$ cat src/rtl/inst_fetch.sv
// Instruction fetch stage: owns the PC, issues 1-cycle-latency ROM reads and buffers
// PC-tagged instructions in a first-word-fall-through prefetch FIFO for decode.

module inst_fetch_chk #(
   parameter int DEPTH = 4,
   parameter int CNT_W = 3
) (
   input logic             clk,
   input logic             reset,
   input logic             push,
   input logic [CNT_W-1:0] count,
   input logic             inflight
);
   // Credit accounting must keep every outstanding response landing in a free slot
   always_ff @(posedge clk) begin
      if (reset) begin
         assert (!(push && (int'(count) >= DEPTH)));
         assert ((int'(count) + int'(inflight)) <= DEPTH);
      end
   end
endmodule

module inst_fetch #(
   parameter int                ADDR_W   = 8,
   parameter int                INST_W   = 8,
   parameter int                DEPTH    = 4,
   parameter logic [ADDR_W-1:0] RESET_PC = {ADDR_W{1'b0}}
) (
   input  logic              clk,
   input  logic              reset,
   output logic              mem_req,
   output logic [ADDR_W-1:0] mem_addr,
   input  logic [INST_W-1:0] mem_rdata,
   input  logic              redirect,
   input  logic [ADDR_W-1:0] redirect_pc,
   output logic              inst_valid,
   input  logic              inst_ready,
   output logic [INST_W-1:0] inst_out,
   output logic [ADDR_W-1:0] inst_pc,
   output logic [ADDR_W-1:0] fetch_pc
);
   localparam int                PTR_W   = $clog2(DEPTH);
   localparam int                ENT_W   = INST_W + ADDR_W;
   localparam logic [PTR_W:0]    DEPTH_L = (PTR_W+1)'(DEPTH);
   localparam logic [PTR_W:0]    CNT_ONE = {{PTR_W{1'b0}}, 1'b1};
   localparam logic [PTR_W-1:0]  PTR_ONE = {{(PTR_W-1){1'b0}}, 1'b1};
   localparam logic [ADDR_W-1:0] PC_ONE  = {{(ADDR_W-1){1'b0}}, 1'b1};

   logic [ENT_W-1:0]  fifo_r [DEPTH];
   logic [PTR_W-1:0]  rd_ptr_r;
   logic [PTR_W-1:0]  wr_ptr_r;
   logic [PTR_W:0]    count_r;
   logic              inflight_r;
   logic              squash_r;
   logic [ADDR_W-1:0] tag_pc_r;
   logic [ADDR_W-1:0] fetch_pc_r;
   logic              push_s;
   logic              pop_s;
   logic [PTR_W:0]    occ_s;
   logic [ENT_W-1:0]  head_s;

   // Handshake, credit check and FWFT head presentation
   always_comb begin
      inst_valid = (count_r != {(PTR_W+1){1'b0}});
      pop_s      = inst_valid && inst_ready;
      // a slot freed by this cycle's pop may be re-requested immediately
      occ_s      = count_r + {{PTR_W{1'b0}}, inflight_r} - {{PTR_W{1'b0}}, pop_s};
      mem_req    = reset && !redirect && (occ_s < DEPTH_L);
      push_s     = inflight_r && !squash_r && !redirect;
      head_s     = fifo_r[rd_ptr_r];
      if (inst_valid) begin
         inst_out = head_s[ENT_W-1:ADDR_W];
         inst_pc  = head_s[ADDR_W-1:0];
      end else begin
         inst_out = {INST_W{1'b0}};
         inst_pc  = {ADDR_W{1'b0}};
      end
   end

   assign mem_addr = fetch_pc_r;
   assign fetch_pc = fetch_pc_r;

   // PC, in-flight tracking and FIFO pointer/count control
   always_ff @(posedge clk or negedge reset) begin
      if (!reset) begin
         fetch_pc_r <= RESET_PC;
         inflight_r <= 1'b0;
         squash_r   <= 1'b0;
         tag_pc_r   <= {ADDR_W{1'b0}};
         rd_ptr_r   <= {PTR_W{1'b0}};
         wr_ptr_r   <= {PTR_W{1'b0}};
         count_r    <= {(PTR_W+1){1'b0}};
      end else if (redirect) begin
         fetch_pc_r <= redirect_pc;
         inflight_r <= 1'b0;
         squash_r   <= 1'b1;
         rd_ptr_r   <= {PTR_W{1'b0}};
         wr_ptr_r   <= {PTR_W{1'b0}};
         count_r    <= {(PTR_W+1){1'b0}};
      end else begin
         squash_r   <= 1'b0;
         inflight_r <= mem_req;
         tag_pc_r   <= fetch_pc_r;
         if (mem_req) begin
            fetch_pc_r <= fetch_pc_r + PC_ONE;
         end
         if (push_s) begin
            wr_ptr_r <= wr_ptr_r + PTR_ONE;
         end
         if (pop_s) begin
            rd_ptr_r <= rd_ptr_r + PTR_ONE;
         end
         case ({push_s, pop_s})
            2'b10:   count_r <= count_r + CNT_ONE;
            2'b01:   count_r <= count_r - CNT_ONE;
            default: count_r <= count_r;
         endcase
      end
   end

   // Entry storage: returned instruction tagged with its request PC
   always_ff @(posedge clk or negedge reset) begin
      if (!reset) begin
         for (int i = 0; i < DEPTH; i++) begin
            fifo_r[i] <= {ENT_W{1'b0}};
         end
      end else if (push_s) begin
         fifo_r[wr_ptr_r] <= {mem_rdata, tag_pc_r};
      end
   end

   inst_fetch_chk #(.DEPTH(DEPTH), .CNT_W(PTR_W+1)) u_chk (
      .clk      (clk),
      .reset    (reset),
      .push     (push_s),
      .count    (count_r),
      .inflight (inflight_r)
   );
endmodule

$ cat config.mk
export PLATFORM = sky130hd
export DESIGN_NAME = inst_fetch
export DESIGN_NICKNAME = d
export VERILOG_FILES = /design/src/rtl/inst_fetch.sv
export SDC_FILE = /design/constraint.sdc
export NUM_CORES = 1
export LEC_CHECK = 0
export BUFFER_PORTS_ARGS = -buffer_cell sky130_fd_sc_hd__buf_2
export CAP_MARGIN = 30
export CELL_PAD_IN_SITES_DETAIL_PLACEMENT = 1
export CELL_PAD_IN_SITES_GLOBAL_PLACEMENT = 2
export CORE_MARGIN = 2
export CORE_UTILIZATION = 43
export DETAILED_ROUTE_END_ITERATION = 10
export PLACE_DENSITY = 0.94
export SYNTH_ARGS = -nofsm -noshare
export SYNTH_HDL_FRONTEND = slang
export SYNTH_HIERARCHICAL = 1
export SYNTH_SLANG_ARGS = --single-unit
export TNS_END_PERCENT = 5
$ cat constraint.sdc
create_clock -name clk -period 4.9 [get_ports clk]
set_input_delay 0.245 -clock clk [delete_from_list [all_inputs] [get_ports clk]]
set_output_delay 0.245 -clock clk [all_outputs]
set_load 0.005 [all_outputs]
# Word-level counts from Yosys, hierarchy flattened
# Index checks and enable logic that the tools add are counted.
# Widths: inputs -> output; s select.
# word_totals
register_bits	89
input_bits	20
out_inout_bits	34
word_cells	57
# classes
addsub	7
n_lt_le_gt_ge	4
n_eq_ne	2
mux	18
bitwise_logic	2
n_reduce_logical	13
# ops
operator	n
$bwmux 64	1
$mux 16	3
$bmux 16 s2	1
$demux 16 s2	1
$mux 8	4
$add 8x1->8 const B	1
$mux 2	4
$ge 3x3->1 const B	2
$logic_and 1x1->1	6
$not 2->3	2
$pmux 3 s2	1
$reduce_bool 2->1	3
$reduce_bool 3->1	2
$add 2x1->2 const B	2
$add 3x1->3	1
$add 3x1->3 const B	1
$lt 3x1->1 const B	1
$lt 3x3->1 const B	1
$mux 3	1
$sub 3x1->3	1
$sub 3x1->3 const B	1
$eq 2x1->1 const B	1
$eq 2x2->1 const B	1
$logic_not 1->1	2
$mux 1	2

# Longest topological paths before layout
# Gate-level depths: netlist of the first run.
# logic_depth
ltp_word	7
mapped_depth	10

# Worst setup path before layout of the first run
# OpenSTA, ideal clock, no wires.
# synth_timing
path_kind	reg-to-reg
startpoint	register count_r[1]
endpoint	register fetch_pc_r[5], in the netlist fetch_pc[5]
setup_time_ps	65
arrival_time_ps	2800
t_required_ps	4835
setup_slack_ps	2035
stages_incl_launch_ff	11
path_buffers	1
period_less_slack_ps	2865
path_cell_list	dfrtp_1 -> o31ai_1 -> inv_1 -> ha_1 -> inv_1 -> ha_1 -> and3b_1 -> clkbuf_1 -> or4b_4 -> a2111oi_2 -> a211o_1
# synth_between
elab_chain_cells	6
word_cells_on_any_way	7
cone_classes	add/sub (2); order compare (1); reduce/logical (4)
# synth_lines
element	line_no	text
from (decl)	52	logic [PTR_W:0] count_r;
from (signal assigned)	92	count_r <= {(PTR_W+1){1'b0}};
from (signal assigned)	99	count_r <= {(PTR_W+1){1'b0}};
from (signal assigned)	114	2'b10: count_r <= count_r + CNT_ONE;
branches (longest 2 deep; another with $add 3x1->3)	n/a	
$sub 3x1->3 (*)	67	occ_s = count_r + {{PTR_W{1'b0}}, inflight_r} - {{PTR_W{1'b0}}, pop_s};
$lt 3x3->1 (*)	68	mem_req = reset && !redirect && (occ_s < DEPTH_L);
$logic_and 1x1->1 (*)	68	
$reduce_bool 2->1 (no source line) (*)	n/a	
to (signal assigned)	94	fetch_pc_r <= redirect_pc;
to (signal assigned)	105	fetch_pc_r <= fetch_pc_r + PC_ONE;
to (decl)	56	logic [ADDR_W-1:0] fetch_pc_r;
# Mark *: on every way between the ends.
# A chain may end at the register's enable or synchronous reset.

# Worst setup path after layout of the first run
# layout_timing
startpoint	register count_r[1]
endpoint	output mem_req
# layout_between
elab_chain_cells	5
word_cells_on_any_way	6
cone_classes	add/sub (2); order compare (1); reduce/logical (3)
# layout_lines
element	line_no	text
branches (longest 2 deep; another with $add 3x1->3)	n/a	
$sub 3x1->3 (*)	67	
$lt 3x3->1 (*)	68	
$logic_and 1x1->1 (*)	68	
to (decl)	31	output logic mem_req,
# Marked as above.

==> impl_metrics.json, run 1 <==
{
  "totalWireLength_um": 9348,
  "finalSetupTns_ns": 0,
  "cts_tree": "done",
  "netlist_area_um2": 4324,
  "fin_util_pct": 50.01,
  "seq_area_um2": 2227,
  "finClkSkew_ns": 0.01078,
  "crit_type": "reg2out",
  "detail-route-antenna-nets": 0,
  "drc": 0,
  "min_period_ns": 3.480,
  "hold_depth": 3,
  "fin_crit_sh_pct": 71.01,
  "yosysSeqAreaShare_pct": 51.50,
  "syn_area_per_cell_um2": 13.43,
  "die-width_um": 104.3,
  "hpwlAfterDp_um": 6351,
  "critPathMaxFanout": 8,
  "required_ns": 4.66,
  "fmax_mhz": 287.4,
  "grtUsageTotal_pct": 18.27,
  "antenna_cells": 0,
  "power.density_nw_per_um2": 514.8,
  "initial_core_util_pct": 44.24,
  "worstMarginPinSlew_ns": 0.8926,
  "ys_seq_elements": 89,
  "ys_warn_count": 6,
  "synth_edf_count": 0,
  "core_um2": 9774,
  "crit_slowest_cell": "o31ai_1",
  "drive_gt1_share_pct": 43.32,
  "io_buffers": 53,
  "htreeDepth": 3,
  "areaGrowthSynthToFinish_pct": 13.05,
  "wire_per_inst_um": 18.70,
  "placementRows": 36,
  "syn_nets": 350,
  "grt_pass1_wl_um": 15730,
  "leakage_uw": 0.002312,
  "dr.pass1.iters": 3,
  "grt-ovfl-total": 0,
  "cp_cell_sequence": "o31ai_1, inv_1, ha_1, inv_1, ha_1, and3b_1, o211a_1, nor2_1, nor2_1, buf_2",
  "synth-async-reset-ratio_pct": 100.0,
  "fillCellCount": 1021,
  "cp-start-kind": "register",
  "setup_viol": 0,
  "fp.dieH_um": 104.3,
  "vias_per_cell": 5.388,
  "final_max_slew_viol_count": 0,
  "gp_congestion": 0.7809,
  "hold_slack_ns": 0.1328,
  "cts_made_buffers": 9,
  "ir_worst_vdd_mv": 0.2145,
  "clk_pin_slew_ns": 0.09,
  "dr.first_iter.drc_count": 80,
  "clk-insertion-delay-late_ns": 0.35,
  "critical-path-max-stage-delay_ns": 0.75,
  "finalPower_uw": 2517,
  "rr_worst_depth": 9,
  "post_cts_buffers": 0,
  "yosysUniqueCellTypes": 50,
  "synthCells": 322,
  "dieArea_um2": 10870,
  "cts.path.max_buffers": 2,
  "io_pins": 54,
  "synth_ff_type": "dfrtp_1",
  "hold_viol": 0,
  "cap_violations": 0,
  "grt_max_degree": 68,
  "arrival_ns": 3.23,
  "cts_sinks": 89,
  "rsz0062_at_grt": "false",
  "worst_slack_ns": 1.420,
  "hold_class": "in2reg",
  "relSlewSlack_pct": 40.50,
  "antenna_found_initial": 0,
  "grt_pass1_vias": 2972,
  "multi_input_area_um2": 1923,
  "outcome": "finished clean",
  "endpoint_kind": "primary output",
  "via_count": 2694,
  "pre_cts_ws_ns": 1.791,
  "cts-root-buf": "clkbuf_8",
  "nets": 390
}
[report_power, final]
part	switching [uW]	total, uW	internal, uW	leakage [uW]
Sequential	177	1100	921	0.00117
Clock	271	563	292	0.000112
Combinational	384	855	471	0.00103
[worst paths after layout]
| check | start | endpoint | slack, ns |
|---|---|---|---|
| max reg2reg | count_r[1] | fetch_pc[5] | 1.70 |
| min reg2reg | fifo_r[4] | fifo_r[4] | 0.51 |
| max in group asynchronous | reset | fifo_r[50] | 3.72 |
| min | redirect_pc[2] | fetch_pc[2] | 0.13 |
| min in group asynchronous | reset | fetch_pc[7] | 0.32 |
| max | count_r[1] | mem_req | 1.42 |
[what timing repair did]
item,4_1_cts,5_1_grt
hold endpoints to repair,22,0
resized for setup,0,0
hold buffers,1,0
[per-layer routing]
metal / GRT usage [%] / routed length [um] / vias up
met5: 0 / 0 / -
met4: 4.344 / 80 / 0
met2: 31.05 / 4764 / 58
met1: 24.21 / 4183 / 1397
li1: - / - / 1231
met3: 3.509 / 320 / 8
[through the flow]
stage | instance area [um^2] | std cells
after floorplan | 4324 | 322
after global placement | 4626 | 482
after detailed placement | 4653 | 483
after CTS | 4888 | 500
after global routing | 4888 | 500
final | 4888 | 500
[cells in the mapped netlist (all sizes together) (2+ instances only)]
| cell | number | area [um^2] |
|---|---|---|
| xnor2 | 3 | 26.28 |
| mux2 | 66 | 743.2 |
| or3 | 2 | 13.77 |
| o211ai | 2 | 15.01 |
| a22oi | 3 | 22.52 |
| and2 | 20 | 125.1 |
| mux2i | 2 | 20.02 |
| a21o | 6 | 45.04 |
| nor2 | 13 | 48.80 |
| o21ai | 4 | 20.02 |
| nand2 | 4 | 15.01 |
| a221o | 2 | 20.02 |
| clkbuf | 8 | 30.03 |
| nand4 | 2 | 12.51 |
| dfrtp | 89 | 2227 |
| nor3 | 2 | 10.01 |
| ha | 7 | 87.58 |
| xor2 | 3 | 26.28 |
| a211o | 2 | 17.52 |
| mux4 | 16 | 360.4 |
| nor2b | 6 | 37.54 |
| a211oi | 2 | 15.01 |
| inv | 7 | 26.28 |
| buf | 20 | 117.6 |
| nand3 | 9 | 45.04 |
[worst max-delay path: cells and delay by family, from the launching register on]
family                   cells  cell delay, ns
buffers and inverters        3            0.33
adder cells (fa/ha/maj)      2            0.43
AND/OR/NAND/NOR              3            0.67
AO/OA/AOI/OAI                2            1.00
flip-flops                   1            0.46
[sequential cells by signal, indices dropped and copies added (netlist names)]
signal      cells
fifo_r         64
fetch_pc        8
tag_pc_r        8
count_r         3
rd_ptr_r        2
wr_ptr_r        2
inflight_r      1
squash_r        1
[placed cells by master (no fill, tap or decap), types with 4 or more instances in the layout]
master,Yosys,routed
mux2_2,66,66
clkbuf_8,0,9
dfrtp_1,89,89
o21ai_0,4,4
nand3_1,9,9
ha_1,7,7
and2_1,20,20
a21o_1,6,6
nor2_1,13,13
inv_1,7,7
nand2_1,4,4
nor2b_1,6,6
buf_2,10,52
mux4_2,16,16
[logic make-up (layout without fill, tap and decap cells)]
kind of cell | count (synthesis) | in the layout | share of synthesized area [%]
flops | 89 | 89 | 51.50
mux | 84 | 84 | 25.98
simple gates | 69 | 69 | 9.173
buf+inv | 35 | 80 | 4.022
compound gates | 31 | 31 | 5.613
fa+ha+maj | 8 | 8 | 2.488
xor+xnor | 6 | 6 | 1.215
[area by class of cell]
class / count / area share, %
sequential: 89 / 45.56
multi-input combinational: 198 / 39.34
timing repair buffer: 57 / 6.552
tap: 133 / 3.404
clock buffer: 9 / 2.534
clock inverter: 7 / 2.073
inverter: 7 / 0.5375
No activity file was read; power rests on OpenSTA's default activity.
==> inputs of run 2 (changes only) <==
CORE_UTILIZATION = 36   (was 43)
PLACE_DENSITY = 0.85   (was 0.94)
clock period = 2.9 ns   (was 4.9 ns; I/O delays follow)
==> run 2 against run 1 <==
  * Total power increased by 78%
  * Utilization decreased by 7.5 points
  * Routed wire length increased by 6.4%
  * Non-clock buffer count increased by 7
  * Critical path type unchanged
==> impl_metrics.json, run 2 (synthesized netlist as in run 1, its figures left out) <==
{
  "io_buffers": 53,
  "cts_tree": "done",
  "fmax_mhz": 366.7,
  "leakage_uw": 0.002372,
  "grt_max_degree": 42,
  "fp.dieH_um": 113.6,
  "fin_crit_sh_pct": 94.02,
  "dieArea_um2": 12900,
  "power.density_nw_per_um2": 885.6,
  "largest_register": "fifo_r",
  "initial_core_util_pct": 36.46,
  "seq_area_um2": 2227,
  "hold_end": "fetch_pc[2]",
  "critical-path-max-stage-delay_ns": 0.48,
  "finalPower_uw": 4469,
  "die-width_um": 113.6,
  "setup_viol": 0,
  "gp_congestion": 0.7852,
  "pre_cts_ws_ns": 0.1936,
  "grtUsageTotal_pct": 16.42,
  "vias_per_cell": 5.347,
  "nets": 397,
  "totalWireLength_um": 9950,
  "post_cts_buffers": 0,
  "hold_depth": 3,
  "clk_pin_slew_ns": 0.06,
  "critPathMaxFanout": 8,
  "crit_slowest_cell": "dfrtp_1",
  "drc": 0,
  "reg2reg_from": "count_r[1]",
  "arrival_ns": 2.58,
  "final_max_slew_viol_count": 0,
  "timing.critical_path.from": "count_r[1]",
  "hold_class": "in2reg",
  "detail-route-antenna-nets": 0,
  "via_count": 2786,
  "cp-start-kind": "register",
  "io_pins": 54,
  "outcome": "finished clean",
  "dr.pass1.iters": 4,
  "hpwlAfterDp_um": 6759,
  "hold_path.startpoint": "redirect_pc[2]",
  "postPlaceCellArea_um2": 4728,
  "multi_input_area_um2": 1959,
  "r2r_slack_ns": 0.21,
  "cts.path.max_buffers": 2,
  "final_common_cell": "dfrtp_1",
  "placementRows": 40,
  "ir_worst_vdd_mv": 0.2755,
  "cp_num_buf_inv": 3,
  "cap_violations": 0,
  "fin_util_pct": 42.54,
  "areaGrowthSynthToFinish_pct": 16.70,
  "htreeDepth": 3,
  "relSlewSlack_pct": 42.19,
  "cts_sinks": 89,
  "fin_area_um2": 5046,
  "finClkSkew_ns": 0.008369,
  "clk-insertion-delay-late_ns": 0.34,
  "dr.first_iter.drc_count": 80,
  "antenna_cells": 0,
  "grt_pass1_wl_um": 16300,
  "crit_type": "reg2out",
  "largest_register_ffs": 64,
  "worstReg2RegEnd": "fetch_pc[5]",
  "worstMarginPinSlew_ns": 0.8609,
  "fillCellCount": 1240,
  "rr_worst_depth": 9,
  "grt-ovfl-total": 0,
  "wire_per_inst_um": 19.10,
  "required_ns": 2.76,
  "cp_cell_sequence": "o31ai_4, inv_1, ha_1, inv_1, ha_1, and3b_1, nor4b_4, nor2_4, nor2_1, buf_2",
  "worst_slack_ns": 0.1733,
  "cts_made_buffers": 9,
  "antenna_found_initial": 0,
  "min_period_ns": 2.727,
  "cp_top_family": "simple AND/OR/NAND/NOR gates",
  "layout.cells.most_common_list": "89 x dfrtp_1, 66 x mux2_2, 52 x buf_2, 20 x and2_1, 16 x mux4_2",
  "drive_gt1_share_pct": 44.92,
  "core_um2": 11860,
  "grt_pass1_vias": 3055,
  "endpoint_kind": "primary output",
  "hold_viol": 0,
  "cts-root-buf": "clkbuf_16"
}
run 2: changes by cell type in the layout (fill, tap and decap cells not counted), sizes merged:
| cell | delta |
|---|---|
| clkinvlp | +1 |
| clkbuf | +1 |
| clkinv | +1 |
| inv | -1 |
| bufinv | -2 |
| buf | +7 |
run 2: worst max-delay path by stage:
stage / end / slack (ns) / cells after the start
3_5_place_dp: fetch_pc[5] / 0.19 / 9
2_1_floorplan: fetch_pc[5] / 0.04 / 10
6_report: mem_req / 0.17 / 10
4_1_cts: mem_req / 0.04 / 10
5_1_grt: mem_req / -0.03 / 10
3_3_place_gp: fetch_pc[5] / 0.32 / 9
run 2: tightest hold or removal path, delay by kind of cell:
kind,cells,cell delay (ns)
simple gates,2,0.11
buf+inv,1,0.08
run 2: power breakdown:
part	switching (uW)	internal (uW)
Sequential	312	1560
Combinational	685	837
Clock	494	582
Total	1490	2980
run 2: layout make-up:
type,instances,share of cell area [%]
tap,147,3.645
multi-input combinational,198,38.83
sequential,89,44.14
clock inverter,6,0.8430
inverter,7,0.5207
timing repair buffer,64,7.488
clock buffer,10,4.538
run 2: metrics by stage:
| stage | hold WS (ns) | instances | setup TNS (ns) |
|---|---|---|---|
| floorplan | -0.1506 | 322 | 0 |
| global placement | 0.01019 | 503 | 0 |
| detailed placement | 0.01162 | 504 | 0 |
| CTS | 0.01732 | 521 | 0 |
| global route | 0.04378 | 521 | -0.02554 |
| finish | 0.03226 | 521 | 0 |
run 2: what timing repair did:
action | 4_1_cts | 5_1_grt
endpoints found under the setup margin | 1 | 1
gates cloned | 0 | 0
resized for setup | 1 | 5
hold buffers | 1 | 0
endpoints found under the hold margin | 9 | 0
run 2: per-layer routing:
layer  vias up  wire length [um]  GRT usage [%]
met1      1453              4469          21.84
met3        12               337          2.285
met4         0               140          6.423
li1       1249                 -              -
met2        72              5003          27.39
met5         -                 0              0
